===== config.mk =====
export PLATFORM = sky130hd
export DESIGN_NAME = led_pattern_gen
export DESIGN_NICKNAME = d
export VERILOG_FILES = /design/src/rtl/led_pattern_gen.sv
export SDC_FILE = /design/constraint.sdc
export NUM_CORES = 1
export LEC_CHECK = 0
export ABC_CLOCK_PERIOD_IN_PS = 3900
export CORE_ASPECT_RATIO = 1.1
export CORE_MARGIN = 3
export CORE_UTILIZATION = 40
export CTS_BUF_LIST = sky130_fd_sc_hd__clkbuf_8
export DETAILED_ROUTE_END_ITERATION = 7
export GPL_TIMING_DRIVEN = 0
export PLACE_DENSITY = 0.56
export SYNTH_ARGS = -nofsm -noshare
export SYNTH_HDL_FRONTEND = slang
export SYNTH_SLANG_ARGS = --single-unit

===== constraint.sdc =====
create_clock -name clk -period 3.9 [get_ports clk]
set_input_delay 0.78 -clock clk [delete_from_list [all_inputs] [get_ports clk]]
set_output_delay 0.78 -clock clk [all_outputs]
set_load 0.1 [all_outputs]

===== src/rtl/led_pattern_gen.sv =====
// led_pattern_gen
//   Multi-channel LED driver. Each of N_CH channels is independently OFF,
//   ON, BLINK (global slow square wave) or PWM (per-channel duty against a
//   shared free-running counter). Channel configuration arrives over a
//   simple one-channel-per-cycle write port.
//
// Ports
//   clk      in   1      clock, all logic on posedge
//   reset    in   1      synchronous, active-high
//   wr_en    in   1      config write strobe
//   wr_ch    in   CH_W   target channel, values >= N_CH are ignored
//   wr_mode  in   2      0=OFF 1=ON 2=BLINK 3=PWM
//   wr_duty  in   PWM_W  PWM duty, stored regardless of mode
//   led      out  N_CH   registered LED drive, active-high
//   tick     out  1      registered prescaler tick, one clk wide

module led_pattern_gen #(
    parameter int N_CH        = 3,
    parameter int TICK_CYCLES = 1000,
    parameter int BLINK_TICKS = 1000,
    parameter int PWM_W       = 8,
    localparam int CH_W       = (N_CH > 1) ? $clog2(N_CH) : 1
) (
    input  logic             clk,
    input  logic             reset,
    input  logic             wr_en,
    input  logic [CH_W-1:0]  wr_ch,
    input  logic [1:0]       wr_mode,
    input  logic [PWM_W-1:0] wr_duty,
    output logic [N_CH-1:0]  led,
    output logic             tick
);

    typedef enum logic [1:0] {
        MODE_OFF   = 2'd0,
        MODE_ON    = 2'd1,
        MODE_BLINK = 2'd2,
        MODE_PWM   = 2'd3
    } mode_t;

    localparam int PRESC_W = ($clog2(TICK_CYCLES + 1) > 0) ? $clog2(TICK_CYCLES + 1) : 1;
    localparam int BCNT_W  = ($clog2(BLINK_TICKS + 1) > 0) ? $clog2(BLINK_TICKS + 1) : 1;

    localparam logic [PRESC_W-1:0] PRESC_LAST = PRESC_W'(TICK_CYCLES - 1);
    localparam logic [BCNT_W-1:0]  BCNT_LAST  = BCNT_W'(BLINK_TICKS - 1);
    // One extra bit so N_CH itself is representable when it is a power of two.
    localparam logic [CH_W:0]      N_CH_L     = (CH_W + 1)'(N_CH);

    logic [PRESC_W-1:0] presc;
    logic [BCNT_W-1:0]  bcnt;
    logic               blink_ph;
    logic [PWM_W-1:0]   pwm_cnt;
    mode_t              mode [N_CH];
    logic [PWM_W-1:0]   duty [N_CH];

    logic               tick_int;
    logic               wr_hit;
    logic [N_CH-1:0]    led_next;

    assign tick_int = (presc == PRESC_LAST);
    assign wr_hit   = wr_en && ({1'b0, wr_ch} < N_CH_L);

    // Timebase: prescaler, blink phase and PWM counter run independently of
    // any configuration traffic.
    always_ff @(posedge clk) begin
        if (reset) begin
            presc    <= '0;
            bcnt     <= '0;
            blink_ph <= 1'b0;
            pwm_cnt  <= '0;
            tick     <= 1'b0;
        end else begin
            tick    <= tick_int;
            pwm_cnt <= pwm_cnt + PWM_W'(1);
            if (tick_int) begin
                presc <= '0;
                if (bcnt == BCNT_LAST) begin
                    bcnt     <= '0;
                    blink_ph <= ~blink_ph;
                end else begin
                    bcnt <= bcnt + BCNT_W'(1);
                end
            end else begin
                presc <= presc + PRESC_W'(1);
            end
        end
    end

    // Per-channel configuration; only the addressed channel changes.
    always_ff @(posedge clk) begin
        if (reset) begin
            for (int i = 0; i < N_CH; i++) begin
                mode[i] <= MODE_OFF;
                duty[i] <= '0;
            end
        end else if (wr_hit) begin
            mode[wr_ch] <= mode_t'(wr_mode);
            duty[wr_ch] <= wr_duty;
        end
    end

    always_comb begin
        led_next = '0;
        for (int i = 0; i < N_CH; i++) begin
            case (mode[i])
                MODE_OFF:   led_next[i] = 1'b0;
                MODE_ON:    led_next[i] = 1'b1;
                MODE_BLINK: led_next[i] = blink_ph;
                MODE_PWM:   led_next[i] = (pwm_cnt < duty[i]);
                default:    led_next[i] = 1'b0;
            endcase
        end
    end

    always_ff @(posedge clk) begin
        if (reset) begin
            led <= '0;
        end else begin
            led <= led_next;
        end
    end

endmodule

==> results of run 1 <==
-- report_power, final --
group / switching, mW / internal [mW] / total [mW]
sequential: 0.0154 / 0.723 / 0.739
clock: 0.237 / 0.285 / 0.522
combinational: 0.0717 / 0.0463 / 0.118
-- sequential cells by signal (all words and copies together), names as in the netlist --
register	flops
bcnt	10
presc	10
tick	1
blink_ph	1
led	3
pwm_cnt	8
duty	24
mode	6
-- layout make-up --
| class | instances | area [um2] | area share |
|---|---|---|---|
| inverter | 23 | 86.3 | 0.0244 |
| multi-input combinational | 209 | 1390 | 0.391 |
| timing repair buffer | 17 | 170 | 0.0480 |
| buffer | 8 | 32.5 | 0.00918 |
| tap | 102 | 128 | 0.0360 |
| clock buffer | 9 | 124 | 0.0349 |
| clock inverter | 7 | 56.3 | 0.0159 |
| sequential | 63 | 1560 | 0.441 |
-- cell usage in the layout, fill, tap and decap left out, types with 9 or more instances in the layout --
master,netlist,final
sky130_fd_sc_hd__nor2_1,41,41
sky130_fd_sc_hd__ha_1,24,24
sky130_fd_sc_hd__clkdlybuf4s50_1,0,17
sky130_fd_sc_hd__nand3_1,14,14
sky130_fd_sc_hd__edfxtp_1,30,30
sky130_fd_sc_hd__a21oi_1,13,13
sky130_fd_sc_hd__clkbuf_8,0,9
sky130_fd_sc_hd__o21ai_0,9,9
sky130_fd_sc_hd__xnor2_1,14,14
sky130_fd_sc_hd__dfxtp_1,33,33
sky130_fd_sc_hd__inv_1,23,25
sky130_fd_sc_hd__and2_1,30,30
-- layer usage --
| metal | vias to the layer above | wire length (um) |
|---|---|---|
| met2 | 29 | 2730 |
| li1 | 1101 | - |
| met4 | 0 | 109 |
| met5 | - | 0 |
| met1 | 996 | 2710 |
| met3 | 10 | 161 |
-- per-stage QoR --
| stage | hold slack, ps | power [mW] | instances | worst slack [ps] |
|---|---|---|---|---|
| 2_1_floorplan | 418 | 0.826 | 303 | 2000 |
| 3_3_place_gp | 431 | 0.871 | 422 | 1620 |
| 3_5_place_dp | 444 | 0.873 | 422 | 1590 |
| 4_1_cts | 453 | 1.40 | 438 | 1330 |
| 5_1_grt | 482 | 1.45 | 438 | 1290 |
| 6_report | 456 | 1.38 | 438 | 1350 |
-- cell families after synthesis --
family	count (synthesis)	synth area share
adders and majority gates	24	0.0979
muxes	3	0.00979
xor gates and xnor gates	20	0.0571
buffers and inverters	31	0.0388
AOI/OAI and AO/OA	30	0.0575
DFF	63	0.509
and+or+nand+nor	132	0.230
-- how the worst max path moves through the flow --
| stage | from | end | slack, ps | cells past startpoint |
|---|---|---|---|---|
| global route | led[2]$_SDFF_PP0_ | led[2] | 1290 | 1 |
| finish | led[2]$_SDFF_PP0_ | led[2] | 1350 | 1 |
| detailed placement | wr_en | duty[2][7]$_SDFFCE_PN0P_ | 1590 | 5 |
| global placement | wr_en | duty[2][3]$_SDFFCE_PN0P_ | 1620 | 5 |
| floorplan | reset | duty[2][0]$_SDFFCE_PN0P_ | 2000 | 5 |
| CTS | tick$_SDFF_PP0_ | tick | 1330 | 1 |
==> load_flow_metrics.sql, run 1 <==
INSERT INTO impl_metrics (metric_group, metric, value, unit) VALUES
('critical_path', 'path_max_fanout', '1', ''),
('yosys', 'yosysTopAreaCellShare', '0.294', ''),
('clocking', 'numCtsBuffers', '9', ''),
('routing', 'route.detailed.vias_per_inst', '4.88', ''),
('routing', 'first_iter_violations', '71', ''),
('global_route', 'gr-usage-met1', '0.193', ''),
('floorplan', 'core_region_area', '7250', 'um2'),
('global_route', 'globalRoute.busiestLayer', 'met2', ''),
('timing', 'setup_viol_count_final', '0', ''),
('cells_and_area', 'core_utilization_of_the_finished_layout', '0.489', ''),
('place', 'hpwl', '4.31', 'mm'),
('floorplan', 'floorplan.rows', '32', ''),
('timing', 'period_share', '0.653', ''),
('timing', 'timing_max_transition_violations_final', '0', ''),
('floorplan', 'start_util', '0.423', ''),
('floorplan', 'die-height', '97.8', 'um'),
('yosys', 'yosysMostFrequentCell', 'sky130_fd_sc_hd__nor2_1', ''),
('clocking', 'htree_num_levels', '3', ''),
('global_route', 'globalRouteMet3Util', '0.0304', ''),
('clocking', 'cts_setup_buffers', '0', ''),
('global_route', 'grt_antenna_before_repair', '0', ''),
('critical_path', 'critical_path_arrival', '1770', 'ps'),
('flow_run', 'max_cap_violations', '0', ''),
('critical_path', 'crit_path_cell_trace', 'clkdlybuf4s50_1', ''),
('power_and_ir_drop', 'p_per_area', '389', 'nW/um2'),
('routing', 'route.vias.total', '2136', ''),
('min_path', 'hold_end', 'presc[0]$_SDFF_PP0_', ''),
('yosys', 'mappedNetlistNets', '342', ''),
('timing', 'fin_skew', '10.4', 'ps'),
('place', 'post_dp_cell_area', '3360', 'um2'),
('floorplan', 'floorplan.io_pins', '19', ''),
('global_route', 'grt_pass1_wl', '9.71', 'mm'),
('yosys', 'ys_async_sr_fraction', '0', ''),
('yosys', 'ys_dominant_reg_cell', 'sky130_fd_sc_hd__dfxtp_1', ''),
('critical_path', 'required', '3120', 'ps'),
('min_path', 'worstHoldStart', 'presc[0]$_SDFF_PP0_', ''),
('cells_and_area', 'areaGrowthSynthToFinish', '15.6', '%'),
('cells_and_area', 'fillerInstances', '706', ''),
('critical_path', 'critPathTopFamily', 'buffers and inverters', ''),
('power_and_ir_drop', 'leakagePower', '1.41', 'nW'),
('run_status', 'outcome', 'finished, final reports clean', ''),
('critical_path', 'path_buf_inv', '1', ''),
('clocking', 'cts.sinks', '63', ''),
('clocking', 'tritoncts_clock_tree', 'built', ''),
('yosys', 'synth-edff-count', '30', ''),
('yosys', 'synthDistinctLibCells', '33', ''),
('yosys', 'ys_warn_count', '0', ''),
('power_and_ir_drop', 'peakVddDrop', '0.222', 'mV'),
('clocking', 'hold_buffers', '0', ''),
('clocking', 'clk-insertion-delay-late', '330', 'ps'),
('routing', 'post_route_drc_violation_count', '0', ''),
('cells_and_area', 'final_layout_size_suffix_gt1_frac', '0.0565', ''),
('yosys', 'yosys-top-cells-area', 'sky130_fd_sc_hd__edfxtp_1 (29%), sky130_fd_sc_hd__dfxtp_1 (22%), sky130_fd_sc_hd__ha_1 (9.8%)', ''),
('critical_path', 'worst_setup_path_end_kind', 'primary output', ''),
('timing', 'grt_setup_unrepaired', 'no', ''),
('place', 'portBuffers', '17', ''),
('timing', 'final.min_clock_period', '2550', 'ps'),
('critical_path', 'worstReg2RegEnd', 'bcnt[3]$_SDFFE_PP0P_', ''),
('routing', 'postRouteWirelength', '5.71', 'mm'),
('global_route', 'overflow', '0', ''),
('cells_and_area', 'finish.net_count', '370', ''),
('timing', 'hold_violations', '0', ''),
('global_route', 'use_met2', '0.223', ''),
('critical_path', 'critPathSlowestCell', 'sky130_fd_sc_hd__clkdlybuf4s50_1', ''),
('clocking', 'cts_root_buf', 'sky130_fd_sc_hd__clkbuf_8', ''),
('routing', 'ant_nets', '0', ''),
('yosys', 'ys_ff_latch', '63', ''),
('place', 'gp_congestion', '0.741', ''),
('min_path', 'worst_hold_path_type', 'reg -> reg', ''),
('timing', 'setup-tns-final', '0', 'ps'),
('routing', 'drt-wirelength-per-cell', '13.0', 'um');
No activity file was read; power rests on OpenSTA's default activity.
==> inputs of run 2 (changes only) <==
--- a/config.mk
+++ b/config.mk
@@ -5,14 +5,14 @@
 export SDC_FILE = /design/constraint.sdc
 export NUM_CORES = 1
 export LEC_CHECK = 0
-export ABC_CLOCK_PERIOD_IN_PS = 3900
+export ABC_CLOCK_PERIOD_IN_PS = 2250
 export CORE_ASPECT_RATIO = 1.1
 export CORE_MARGIN = 3
 export CORE_UTILIZATION = 40
 export CTS_BUF_LIST = sky130_fd_sc_hd__clkbuf_8
 export DETAILED_ROUTE_END_ITERATION = 7
 export GPL_TIMING_DRIVEN = 0
-export PLACE_DENSITY = 0.56
+export PLACE_DENSITY = 0.59
 export SYNTH_ARGS = -nofsm -noshare
 export SYNTH_HDL_FRONTEND = slang
 export SYNTH_SLANG_ARGS = --single-unit
==> constraint.sdc (replaced) <==
create_clock -name clk -period 2.25 [get_ports clk]
set_input_delay 0.45 -clock clk [delete_from_list [all_inputs] [get_ports clk]]
set_output_delay 0.45 -clock clk [all_outputs]
set_load 0.1 [all_outputs]
==> load_flow_metrics.sql, run 2 (same netlist as run 1, synthesis figures left out) <==
INSERT INTO impl_metrics (metric_group, metric, value, unit) VALUES
('run_status', 'outcome', 'finished, final reports clean', ''),
('timing', 'grt_setup_unrepaired', 'no', ''),
('place', 'post_dp_cell_area', '3360', 'um2'),
('power_and_ir_drop', 'fin_total_pwr', '2.41', 'mW'),
('min_path', 'worstHoldStart', 'presc[0]$_SDFF_PP0_', ''),
('critical_path', 'worst_setup_path_end_kind', 'flop', ''),
('routing', 'drt-wirelength-per-cell', '13.3', 'um'),
('timing', 'final.min_clock_period', '1970', 'ps'),
('critical_path', 'path_max_fanout', '10', ''),
('global_route', 'grt_pass1_vias', '2085', ''),
('global_route', 'grt.total_usage', '0.148', ''),
('critical_path', 'crit_path_start_kind', 'flop', ''),
('place', 'gp_congestion', '0.754', ''),
('cells_and_area', 'areaGrowthSynthToFinish', '15.9', '%'),
('clocking', 'clk-insertion-delay-late', '330', 'ps'),
('clocking', 'worst_setup_hold_path_clk_slew', '70', 'ps'),
('critical_path', 'critical_path_arrival', '2240', 'ps'),
('min_path', 'worst_hold_path_type', 'reg -> reg', ''),
('clocking', 'hold_buffers', '0', ''),
('timing', 'pin_slew_with_the_least_headroom_to_its_limit', '972', 'ps'),
('timing', 'setup-tns-final', '0', 'ps'),
('floorplan', 'die_area', '8750', 'um2'),
('cells_and_area', 'final_layout_size_suffix_gt1_frac', '0.0565', ''),
('timing', 'timing.final.ws_setup', '281', 'ps'),
('floorplan', 'start_util', '0.423', ''),
('critical_path', 'critical_path.max_stage_delay', '380', 'ps'),
('cells_and_area', 'finish.net_count', '370', ''),
('cells_and_area', 'final_design_area_no_fill', '3550', 'um2'),
('critical_path', 'r2r-start', 'presc[2]$_SDFF_PP0_', ''),
('critical_path', 'required', '2520', 'ps'),
('cells_and_area', 'most_flops_register', 'duty', ''),
('critical_path', 'crit_path_cell_trace', 'or3b_1 -> buf_2 -> or3_1 -> buf_2 -> or3_1 -> a21oi_1', ''),
('timing', 'whs', '449', 'ps'),
('critical_path', 'path_buf_inv', '2', ''),
('place', 'hpwl', '4.32', 'mm'),
('timing', 'max_slew_margin', '0.351', ''),
('floorplan', 'floorplan.rows', '32', ''),
('critical_path', 'critPathSlowestCell', 'sky130_fd_sc_hd__dfxtp_1', ''),
('critical_path', 'worst-r2r-setup-slack', '280', 'ps'),
('critical_path', 'worst-r2r-cell-count', '6', ''),
('flow_run', 'max_cap_violations', '0', ''),
('timing', 'fin_skew', '11.6', 'ps'),
('cells_and_area', 'commonest_cells_after_routing_fill_and_taps_aside', 'sky130_fd_sc_hd__nor2_1 (41), sky130_fd_sc_hd__dfxtp_1 (33), sky130_fd_sc_hd__and2_1 (30), sky130_fd_sc_hd__edfxtp_1 (30), sky130_fd_sc_hd__inv_1 (25)', ''),
('place', 'dpl.cell_count', '422', ''),
('cells_and_area', 'largest_reg_flops', '24', ''),
('critical_path', 'critPathTopFamily', 'simple AND/OR/NAND/NOR gates', ''),
('clocking', 'numCtsBuffers', '9', ''),
('power_and_ir_drop', 'leakagePower', '1.46', 'nW'),
('global_route', 'grt_start_max_net_pins', '11', ''),
('cells_and_area', 'core_utilization_of_the_finished_layout', '0.491', ''),
('critical_path', 'worstReg2RegEnd', 'blink_ph$_SDFFE_PP0P_', ''),
('timing', 'hold_violations', '0', ''),
('clocking', 'cts_root_buf', 'sky130_fd_sc_hd__clkbuf_8', ''),
('critical_path', 'timing_worst_setup_path_type', 'reg -> reg', ''),
('routing', 'route.vias.total', '2112', ''),
('timing', 'fmax', '508', 'MHz'),
('routing', 'first_iter_violations', '83', ''),
('global_route', 'grt_antenna_before_repair', '0', ''),
('clocking', 'htree_num_levels', '3', ''),
('routing', 'route.detailed.vias_per_inst', '4.82', ''),
('timing', 'setup_viol_count_final', '0', ''),
('floorplan', 'dieWidth', '89.5', 'um'),
('place', 'portBuffers', '17', ''),
('clocking', 'tritoncts_clock_tree', 'built', ''),
('cells_and_area', 'top_regs', 'duty (24), bcnt (10), presc (10)', ''),
('routing', 'ant_nets', '0', ''),
('power_and_ir_drop', 'peakVddDrop', '0.373', 'mV'),
('critical_path', 'cp.depth', '6', ''),
('timing', 'period_share', '0.875', ''),
('cells_and_area', 'insertedDiodeCount', '0', ''),
('floorplan', 'floorplan.io_pins', '19', ''),
('floorplan', 'core_region_area', '7250', 'um2'),
('timing', 'timing_max_transition_violations_final', '0', ''),
('min_path', 'hold_end', 'presc[0]$_SDFF_PP0_', ''),
('routing', 'postRouteWirelength', '5.84', 'mm'),
('global_route', 'grt_pass1_wl', '9.90', 'mm'),
('global_route', 'overflow', '0', ''),
('floorplan', 'die-height', '97.8', 'um'),
('place', 'placement.setup.worst_slack', '289', 'ps'),
('clocking', 'clock_path_buffers', '2', ''),
('cells_and_area', 'final_cells', '438', ''),
('cells_and_area', 'layout_commonest_cell', 'sky130_fd_sc_hd__nor2_1', ''),
('power_and_ir_drop', 'p_per_area', '678', 'nW/um2'),
('routing', 'drt_pass1_iterations', '4', ''),
('clocking', 'cts.sinks', '63', ''),
('routing', 'post_route_drc_violation_count', '0', ''),
('min_path', 'worstHoldPathCells', '1', '');
-- run 2: changes by cell type in the layout (fill, tap and decap cells not counted), sizes merged --
cell           change
dlymetal6s2s       +4
clkdlybuf4s50      -4
-- run 2: timing repair --
action | 4_1_cts | 5_1_grt
setup endpoints to repair | 0 | 4
gates resized for setup | 0 | 4
buffers inserted | 0 | 0
hold endpoints to repair | 0 | 0
-- run 2: cell type report --
cell class	count	area (um2)
Sequential cell	63	1560
Inverter	23	86.3
Buffer	8	32.5
Tap cell	102	128
Timing Repair Buffer	17	180
Clock buffer	9	124
Clock inverter	7	56.3
Fill cell	721	3690
Multi-Input combinational cell	209	1390
-- run 2: power breakdown --
part | total [mW] | switching (mW) | internal (mW)
clock network | 0.927 | 0.433 | 0.494
registers | 1.28 | 0.0270 | 1.25
logic | 0.203 | 0.123 | 0.0796
-- run 2: worst max path at each step --
stage | start | to
after global routing | presc[2]$_SDFF_PP0_ | bcnt[0]$_SDFFE_PP0P_
after floorplan | presc[4]$_SDFF_PP0_ | blink_ph$_SDFFE_PP0P_
after CTS | led[0]$_SDFF_PP0_ | led[0]
final | presc[2]$_SDFF_PP0_ | blink_ph$_SDFFE_PP0P_
after global placement | presc[2]$_SDFF_PP0_ | bcnt[6]$_SDFFE_PP0P_
after detailed placement | presc[2]$_SDFF_PP0_ | bcnt[4]$_SDFFE_PP0P_
-- run 2: per-layer routing --
| metal | vias to the layer above | share of wire | wire length [um] | GRT usage |
|---|---|---|---|---|
| met5 | - | 0 | 0 | 0 |
| met4 | 0 | 0.011 | 67 | 0.0412 |
| met3 | 7 | 0.027 | 159 | 0.0464 |
| met2 | 21 | 0.49 | 2840 | 0.235 |
| met1 | 983 | 0.47 | 2770 | 0.193 |
| li1 | 1101 | - | - | - |
==> inputs of run 3 (changes only) <==
--- a/config.mk
+++ b/config.mk
@@ -11,6 +11,7 @@
 export CORE_UTILIZATION = 40
 export CTS_BUF_LIST = sky130_fd_sc_hd__clkbuf_8
 export DETAILED_ROUTE_END_ITERATION = 7
+export GPL_ROUTABILITY_DRIVEN = 1
 export GPL_TIMING_DRIVEN = 0
 export PLACE_DENSITY = 0.59
 export SYNTH_ARGS = -nofsm -noshare
==> results of run 3 <==
No change in the layout: final DEF, timing and power equal those of run 2.
